File: src/rtl/drlp_pkg.sv
// Shared types and constants for the DRLP image-buffer datapath.
// Holds the controller FSM encoding and the default buffer geometry.
package drlp_pkg;

    typedef enum logic [1:0] {
        IDLE  = 2'd0,
        RUN   = 2'd1,
        DRAIN = 2'd2
    } state_t;

    localparam int DEF_DATA_WIDTH  = 8;
    localparam int DEF_ADDR_WIDTH  = 12;
    localparam int WORDS_PER_ENTRY = 6;

endpackage

File: src/rtl/drlp_img_bf_ctrl_if.sv
// Host write channel and PE-array read stream of the image-buffer controller.
// master drives writes and consumes the stream; slave is the controller.
interface drlp_img_bf_ctrl_if
    import drlp_pkg::*;
#(
    parameter int ADDR_WIDTH       = DEF_ADDR_WIDTH,
    parameter int TOTAL_DATA_WIDTH = DEF_DATA_WIDTH * WORDS_PER_ENTRY
) ();

    logic                        wr_valid;
    logic                        wr_ready;
    logic [ADDR_WIDTH-1:0]       wr_addr;
    logic [TOTAL_DATA_WIDTH-1:0] wr_data;
    logic                        rd_valid;
    logic                        rd_ready;
    logic [TOTAL_DATA_WIDTH-1:0] rd_data;

    modport master (
        output wr_valid, wr_addr, wr_data, rd_ready,
        input  wr_ready, rd_valid, rd_data
    );

    modport slave (
        input  wr_valid, wr_addr, wr_data, rd_ready,
        output wr_ready, rd_valid, rd_data
    );

endinterface

File: src/rtl/drlp_win_addr_gen.sv
// 2-D window address walker: rows x columns with a row stride.
// Advances one word per i_advance; o_last flags the final word.
module drlp_win_addr_gen
    import drlp_pkg::*;
#(
    parameter int ADDR_WIDTH = DEF_ADDR_WIDTH
) (
    input  logic                  i_clk,
    input  logic                  i_rst_n,
    input  logic                  i_load,
    input  logic                  i_advance,
    input  logic [ADDR_WIDTH-1:0] i_base_addr,
    input  logic [ADDR_WIDTH-1:0] i_row_len,
    input  logic [ADDR_WIDTH-1:0] i_num_rows,
    input  logic [ADDR_WIDTH-1:0] i_row_stride,
    output logic [ADDR_WIDTH-1:0] o_cur,
    output logic                  o_last
);

    localparam logic [ADDR_WIDTH-1:0] ONE = ADDR_WIDTH'(1);

    logic [ADDR_WIDTH-1:0] row_len;
    logic [ADDR_WIDTH-1:0] num_rows;
    logic [ADDR_WIDTH-1:0] stride;
    logic [ADDR_WIDTH-1:0] col;
    logic [ADDR_WIDTH-1:0] row;
    logic [ADDR_WIDTH-1:0] row_base;
    logic [ADDR_WIDTH-1:0] cur;
    logic                  row_end;

    assign row_end = (col == row_len - ONE);
    assign o_last  = row_end && (row == num_rows - ONE);
    assign o_cur   = cur;

    always_ff @(posedge i_clk or negedge i_rst_n) begin
        if (!i_rst_n) begin
            row_len  <= '0;
            num_rows <= '0;
            stride   <= '0;
            col      <= '0;
            row      <= '0;
            row_base <= '0;
            cur      <= '0;
        end else if (i_load) begin
            row_len  <= i_row_len;
            num_rows <= i_num_rows;
            stride   <= i_row_stride;
            col      <= '0;
            row      <= '0;
            row_base <= i_base_addr;
            cur      <= i_base_addr;
        end else if (i_advance) begin
            if (row_end) begin
                col      <= '0;
                row      <= row + ONE;
                row_base <= row_base + stride;
                cur      <= row_base + stride;
            end else begin
                col <= col + ONE;
                cur <= cur + ONE;
            end
        end
    end

endmodule

File: src/rtl/drlp_img_bf_ctrl.sv
// Image-buffer controller: round-robin arbiter between host writes and
// the window read sequencer, plus the registered output stream stage.
module drlp_img_bf_ctrl
    import drlp_pkg::*;
#(
    parameter int DATA_WIDTH       = DEF_DATA_WIDTH,
    parameter int ADDR_WIDTH       = DEF_ADDR_WIDTH,
    parameter int TOTAL_DATA_WIDTH = DATA_WIDTH * WORDS_PER_ENTRY
) (
    input  logic                        i_clk,
    input  logic                        i_rst_n,
    drlp_img_bf_ctrl_if.slave           bus,
    input  logic                        i_start,
    input  logic [ADDR_WIDTH-1:0]       i_base_addr,
    input  logic [ADDR_WIDTH-1:0]       i_row_len,
    input  logic [ADDR_WIDTH-1:0]       i_num_rows,
    input  logic [ADDR_WIDTH-1:0]       i_row_stride,
    output logic                        o_busy,
    output logic                        o_done,
    output logic                        o_bf_wr_en,
    output logic [ADDR_WIDTH-1:0]       o_bf_wr_addr,
    output logic [TOTAL_DATA_WIDTH-1:0] o_bf_wr_data,
    output logic                        o_bf_rd_en,
    output logic [ADDR_WIDTH-1:0]       o_bf_rd_addr,
    input  logic [TOTAL_DATA_WIDTH-1:0] i_bf_rd_data
);

    state_t                      state;
    state_t                      state_nxt;
    logic                        rd_valid_q;
    logic [TOTAL_DATA_WIDTH-1:0] rd_data_q;
    logic                        done_q;
    logic                        last_was_wr;

    logic                        can_issue;
    logic                        grant_wr;
    logic                        grant_rd;
    logic                        load;
    logic                        empty_cfg;
    logic                        drain_ok;
    logic                        done_set;
    logic [ADDR_WIDTH-1:0]       cur;
    logic                        last;

    assign empty_cfg = (i_row_len == '0) || (i_num_rows == '0);
    assign drain_ok  = !rd_valid_q || bus.rd_ready;

    // Writes lose only on contention when they also won last time.
    assign grant_wr = i_rst_n && bus.wr_valid
                   && (!can_issue || !last_was_wr);
    assign grant_rd = can_issue && !grant_wr;

    drlp_win_addr_gen #(
        .ADDR_WIDTH (ADDR_WIDTH)
    ) u_addr_gen (
        .i_clk        (i_clk),
        .i_rst_n      (i_rst_n),
        .i_load       (load),
        .i_advance    (grant_rd),
        .i_base_addr  (i_base_addr),
        .i_row_len    (i_row_len),
        .i_num_rows   (i_num_rows),
        .i_row_stride (i_row_stride),
        .o_cur        (cur),
        .o_last       (last)
    );

    always_ff @(posedge i_clk or negedge i_rst_n) begin
        if (!i_rst_n) begin
            state <= IDLE;
        end else begin
            state <= state_nxt;
        end
    end

    always_comb begin
        state_nxt = state;
        unique case (state)
            IDLE: begin
                if (i_start && !empty_cfg) state_nxt = RUN;
            end
            RUN: begin
                if (grant_rd && last) state_nxt = DRAIN;
            end
            DRAIN: begin
                if (drain_ok) state_nxt = IDLE;
            end
            default: state_nxt = IDLE;
        endcase
    end

    always_comb begin
        load      = 1'b0;
        done_set  = 1'b0;
        can_issue = 1'b0;
        o_busy    = 1'b0;
        unique case (state)
            IDLE: begin
                load     = i_start;
                done_set = i_start && empty_cfg;
            end
            RUN: begin
                o_busy    = 1'b1;
                can_issue = !rd_valid_q || bus.rd_ready;
            end
            DRAIN: begin
                o_busy   = 1'b1;
                done_set = drain_ok;
            end
            default: ;
        endcase
    end

    always_ff @(posedge i_clk or negedge i_rst_n) begin
        if (!i_rst_n) begin
            last_was_wr <= 1'b0;
            rd_valid_q  <= 1'b0;
            rd_data_q   <= '0;
            done_q      <= 1'b0;
        end else begin
            if (grant_wr || grant_rd) last_was_wr <= grant_wr;
            if (grant_rd) begin
                rd_valid_q <= 1'b1;
                rd_data_q  <= i_bf_rd_data;
            end else if (bus.rd_ready) begin
                rd_valid_q <= 1'b0;
            end
            done_q <= done_set;
        end
    end

    assign bus.wr_ready  = grant_wr;
    assign bus.rd_valid  = rd_valid_q;
    assign bus.rd_data   = rd_data_q;
    assign o_done        = done_q;
    assign o_bf_wr_en    = grant_wr;
    assign o_bf_wr_addr  = grant_wr ? bus.wr_addr : '0;
    assign o_bf_wr_data  = grant_wr ? bus.wr_data : '0;
    assign o_bf_rd_en    = grant_rd;
    assign o_bf_rd_addr  = grant_rd ? cur : '0;

endmodule

File: src/flat_wrapper.sv
// flat-port wrapper written by rule: the top's interface ports become plain ports
module drlp_img_bf_ctrl_flat import drlp_pkg::*;
#(
    parameter int DATA_WIDTH       = DEF_DATA_WIDTH,
    parameter int ADDR_WIDTH       = DEF_ADDR_WIDTH,
    parameter int TOTAL_DATA_WIDTH = DATA_WIDTH * WORDS_PER_ENTRY
)
  (i_clk, i_rst_n, i_start, i_base_addr, i_row_len, i_num_rows, i_row_stride, o_busy, o_done, o_bf_wr_en, o_bf_wr_addr, o_bf_wr_data, o_bf_rd_en, o_bf_rd_addr, i_bf_rd_data, bus_wr_valid, bus_wr_addr, bus_wr_data, bus_rd_ready, bus_wr_ready, bus_rd_valid, bus_rd_data);
  drlp_img_bf_ctrl_if #(.ADDR_WIDTH(ADDR_WIDTH), .TOTAL_DATA_WIDTH(TOTAL_DATA_WIDTH)) bus_i ();
  input  logic i_clk;
  input  logic i_rst_n;
  input  logic i_start;
  input  logic [ADDR_WIDTH-1:0] i_base_addr;
  input  logic [ADDR_WIDTH-1:0] i_row_len;
  input  logic [ADDR_WIDTH-1:0] i_num_rows;
  input  logic [ADDR_WIDTH-1:0] i_row_stride;
  output logic o_busy;
  output logic o_done;
  output logic o_bf_wr_en;
  output logic [ADDR_WIDTH-1:0] o_bf_wr_addr;
  output logic [TOTAL_DATA_WIDTH-1:0] o_bf_wr_data;
  output logic o_bf_rd_en;
  output logic [ADDR_WIDTH-1:0] o_bf_rd_addr;
  input  logic [TOTAL_DATA_WIDTH-1:0] i_bf_rd_data;
  input wire logic [$bits(bus_i.wr_valid)-1:0] bus_wr_valid;
  input wire logic [$bits(bus_i.wr_addr)-1:0] bus_wr_addr;
  input wire logic [$bits(bus_i.wr_data)-1:0] bus_wr_data;
  input wire logic [$bits(bus_i.rd_ready)-1:0] bus_rd_ready;
  output wire logic [$bits(bus_i.wr_ready)-1:0] bus_wr_ready;
  output wire logic [$bits(bus_i.rd_valid)-1:0] bus_rd_valid;
  output wire logic [$bits(bus_i.rd_data)-1:0] bus_rd_data;
  assign bus_i.wr_valid = bus_wr_valid;
  assign bus_i.wr_addr = bus_wr_addr;
  assign bus_i.wr_data = bus_wr_data;
  assign bus_i.rd_ready = bus_rd_ready;
  assign bus_wr_ready = bus_i.wr_ready;
  assign bus_rd_valid = bus_i.rd_valid;
  assign bus_rd_data = bus_i.rd_data;
  drlp_img_bf_ctrl #(.DATA_WIDTH(DATA_WIDTH), .ADDR_WIDTH(ADDR_WIDTH), .TOTAL_DATA_WIDTH(TOTAL_DATA_WIDTH)) u_core (.i_clk(i_clk), .i_rst_n(i_rst_n), .bus(bus_i), .i_start(i_start), .i_base_addr(i_base_addr), .i_row_len(i_row_len), .i_num_rows(i_num_rows), .i_row_stride(i_row_stride), .o_busy(o_busy), .o_done(o_done), .o_bf_wr_en(o_bf_wr_en), .o_bf_wr_addr(o_bf_wr_addr), .o_bf_wr_data(o_bf_wr_data), .o_bf_rd_en(o_bf_rd_en), .o_bf_rd_addr(o_bf_rd_addr), .i_bf_rd_data(i_bf_rd_data));
endmodule
File: config.mk
export PLATFORM = sky130hd
export DESIGN_NAME = drlp_img_bf_ctrl_flat
export DESIGN_NICKNAME = d
export VERILOG_FILES = /design/src/rtl/drlp_pkg.sv /design/src/rtl/drlp_img_bf_ctrl_if.sv /design/src/rtl/drlp_win_addr_gen.sv /design/src/rtl/drlp_img_bf_ctrl.sv /design/src/flat_wrapper.sv
export SDC_FILE = /design/constraint.sdc
export NUM_CORES = 1
export LEC_CHECK = 0
export CAP_MARGIN = 20
export CORE_MARGIN = 5
export CORE_UTILIZATION = 42
export CTS_BUF_LIST = sky130_fd_sc_hd__clkbuf_2
export DETAILED_ROUTE_END_ITERATION = 16
export HOLD_SLACK_MARGIN = 0.03
export PLACE_DENSITY_LB_ADDON = 0.12
export SYNTH_ARGS = -nofsm -noshare
export SYNTH_HDL_FRONTEND = slang
export SYNTH_HIERARCHICAL = 1
export SYNTH_SLANG_ARGS = --single-unit
File: constraint.sdc
create_clock -name i_clk -period 2.8 [get_ports i_clk]
set_clock_uncertainty 0.1 [all_clocks]
set_input_delay 0.42 -clock i_clk [delete_from_list [all_inputs] [get_ports i_clk]]
set_output_delay 0.42 -clock i_clk [all_outputs]
set_load 0.01 [all_outputs]
==> flow_summary_export.csv <==
group,metric,value,unit
status,status,"complete, but fails checks",
status,violations,"negative setup slack",
timing,whs,103,ps
synthesis,ys_ff_latch,137,
finish,nFillCells,1525,
synthesis,async_flop_share,1.00,
route,dr_total_vias,6632,
synthesis,synth-xor-area-share,0.0683,
synthesis,synth_warnings,6,
global_route,antenna_found_initial,2,
clocking,clk_pin_slew,270,ps
critical_path,crit_type,"register to register",
synthesis,synth.distinct_cells,69,
placed_design,placed_area,0.0111,mm^2
clocking,numCtsBuffers,17,
finish,finalNonFillerCells,1313,
synthesis,synth-adder-area-share,0.0351,
route,routed_wl,24.2,mm
global_route,grt_pass1_wl,37.5,mm
global_route,grt_pass1_vias,6595,
route,drtPass1Iterations,6,
power,cellPowerDensity,931,mW/mm^2
synthesis,netlist_area,0.00769,mm^2
clocking,worstSkewPairLatency,720,ps
global_route,grtUsageTotal,0.222,
placed_design,dpl.hpwl,18.1,mm
clocking,cts.path.max_buffers,2,
timing,rsz0062_at_grt,"yes",
finish,drive_above_1_share,0.259,
power,p_int,0.00651,W
route,detail-route-antenna-nets,0,
synthesis,synth_edf_count,0,
synthesis,synth_mux_area_frac,0.140,
timing,drv_slew,0,
finish,fin_util,0.643,
clocking,root_buffer,"clkbuf_2",
timing,max_freq,339,MHz
power,combPwrFrac,0.548,
die,io-pin-count,287,
synthesis,yosys.area_share.simple,0.194,
worst_hold_path,hold_class,"input port to async pin",
synthesis,postSynthCellCount,723,
clocking,cts_tree,"yes",
die,die_height,145,um
die,num_rows,49,
route,first_iter_violations,325,
power,swShare,0.396,
critical_path,crit_path_max_fanout,3,
timing,finalCriticalPeriod,2950,ps
global_route,grt_max_degree,60,
timing,maxSlewHeadroom,0.491,
power,leakagePower,5.17,nW
synthesis,synth_compound_area_frac,0.0859,
synthesis,syn_nets,905,
synthesis,ys_seq_area_frac,0.446,
die,die_w,145,um
timing,finalCritPeriodShare,1.05,
timing,setup-violations-final,14,
clocking,h-tree-depth,4,
synthesis,avgSynthCellArea,10.6,um^2
global_route,grt_overflow,0,
finish,seq_area,0.00343,mm^2
finish,multi_input_area,0.00417,mm^2
route,drc,0,
flow_run,maxCapViolCount,0,
placed_design,place.gp.congestion,0.861,
power,power.switching,0.00428,W
critical_path,endpoint_kind,"register",
timing,fin_ws,-146,ps
clocking,clock_sinks,137,
die,die_area,0.0211,mm^2
power,seqPwrFrac,0.324,
critical_path,cp.arrival,3460,ps
critical_path,worst_ep_required_time,3320,ps
critical_path,start_kind,"register",
placed_design,dp.cells,1255,
finish,fin_area,0.0116,mm^2
synthesis,synth_top_family_by_area,"simple AND/OR/NAND/NOR gates",
power,p_clk_frac,0.127,
placed_design,port_buffers,286,
synthesis,ys.flop_type,"dfrtp_1",
finish,area_growth,50.7,%
die,start_util,0.427,
timing,tightest_slew,763,ps
die,core_area,0.0180,mm^2
route,wire_per_inst,18.4,um
timing,hold_viol_final,0,
route,via_per_inst,5.05,
finish,fin_nets,1251,
power,max-vdd-ir-drop,0.000674,V
-- critical path: stages (launching register included) --
cell	delay [ps]
dfrtp_1	430
or4_4	560
nor3_2	150
and3b_2	220
nand2b_4	140
a21oi_2	60
a311oi_2	230
a41oi_1	60
and4bb_2	350
a31oi_4	100
a21oi_2	150
mux2_4	320
-- timing repair --
action / in CTS / in global routing
resized for setup: 210 / 63
setup buffers: 13 / 9
cloned: 2 / 1
hold buffers: 2 / 0
pin swaps: 6 / 21
endpoints found under the setup margin: 77 / 111
endpoints found under the hold margin: 23 / 0
-- stage by stage --
stage	power (W)	TNS, ps	setup WS (ps)
floorplan	0.00681	0	4.69
global placement	0.00911	-9470	-213
detailed placement	0.00919	-10340	-226
CTS	0.0107	-1580	-151
global route	0.0115	-7390	-271
finish	0.0108	-979	-146
-- cells in the final DEF (no fill, tap or decap), types with 5 or more instances in the layout --
cell,count
a21oi_1,21
and2_1,70
and3_1,13
buf_2,19
buf_4,56
buf_6,23
clkbuf_2,29
clkdlybuf4s15_1,13
clkdlybuf4s50_1,209
dfrtp_1,136
dlygate4sd2_1,17
ha_1,18
inv_1,11
inv_8,5
mux2_2,73
mux2_4,10
mux2i_1,10
nand2_1,43
nand3_1,15
nand3b_1,9
nand4_1,9
nor2_1,54
nor3_1,9
nor4_1,8
o21a_1,6
o21ai_0,20
o21ai_1,6
xnor2_1,33
xor2_1,26
-- power groups by stage --
| stage | sequential [W] | clock, W | combinational (W) |
|---|---|---|---|
| floorplan | 0.00357 | 0 | 0.00324 |
| global placement | 0.00351 | 0 | 0.00560 |
| detailed placement | 0.00352 | 0 | 0.00566 |
| CTS | 0.00349 | 0.00143 | 0.00577 |
| global route | 0.00362 | 0.00151 | 0.00640 |
| finish | 0.00350 | 0.00137 | 0.00592 |
-- synthesized netlist by cell type (6+ instances only) --
master	n	share of area
xor2_1	26	0.030
xnor2_1	34	0.039
and3_1	14	0.011
o21ai_0	26	0.017
dfrtp_1	137	0.45
nor2_1	54	0.026
a21oi_1	23	0.015
o21a_1	6	0.0059
nand3b_1	9	0.0088
ha_1	20	0.033
nor4_1	9	0.0073
inv_1	13	0.0063
mux2_2	74	0.11
nand4_1	9	0.0073
mux2i_1	10	0.013
and2_1	75	0.061
nand2_1	43	0.021
mux2_4	9	0.018
clkbuf_1	13	0.0063
nor3_1	10	0.0065
nand3_1	17	0.011
-- final timing paths --
kind	end	start	cells after the start	slack [ps]
setup / recovery	u_core/state[1]	u_core/u_addr_gen/num_rows[2]	11	-150
hold / removal	u_core/u_addr_gen/o_cur[1]	i_rst_n	3	100
setup reg to reg	u_core/state[1]	u_core/u_addr_gen/num_rows[2]	11	-150
hold reg to reg	u_core/bus.rd_data[15]	u_core/bus.rd_data[15]	1	440
max in group asynchronous	u_core/u_addr_gen/row_len[6]	i_rst_n	4	1400
min in group i_clk	u_core/u_addr_gen/o_cur[11]	i_base_addr[11]	3	160
-- cell families after synthesis --
family | count (synthesis)
and+or+nand+nor | 268
DFF | 137
AOI/OAI and AO/OA | 96
muxes | 94
xor gates and xnor gates | 60
buffers and inverters | 47
adders and majority gates | 21
-- cell type report --
type | instances | area share
flip-flops and latches | 137 | 0.296
diodes | 2 | 0.000432
multi-input cells | 539 | 0.360
well taps | 229 | 0.0247
inverters | 16 | 0.00561
clock buffers | 17 | 0.00734
clock inverters | 15 | 0.0174
repair buffers | 358 | 0.289
-- flip-flops by register name, indices dropped and copies added (netlist names) --
name / cells
u_core/state: 2
u_core/last_was_wr: 1
u_core/bus.rd_data: 48
u_core/u_addr_gen/col: 12
u_core/u_addr_gen/row_len: 12
u_core/u_addr_gen/o_cur: 12
u_core/u_addr_gen/row_base: 12
u_core/o_done: 1
u_core/u_addr_gen/stride: 12
u_core/u_addr_gen/row: 12
u_core/bus.rd_valid: 1
u_core/u_addr_gen/num_rows: 12
-- metal layers --
layer	vias to the layer above	GRT usage	part of all wire
met1	3218	0.284	0.43
met3	18	0.0483	0.044
li1	3228	-	-
met5	-	0	0
met2	168	0.387	0.51
met4	0	0.0499	0.012
No activity file was read; power rests on OpenSTA's default activity.
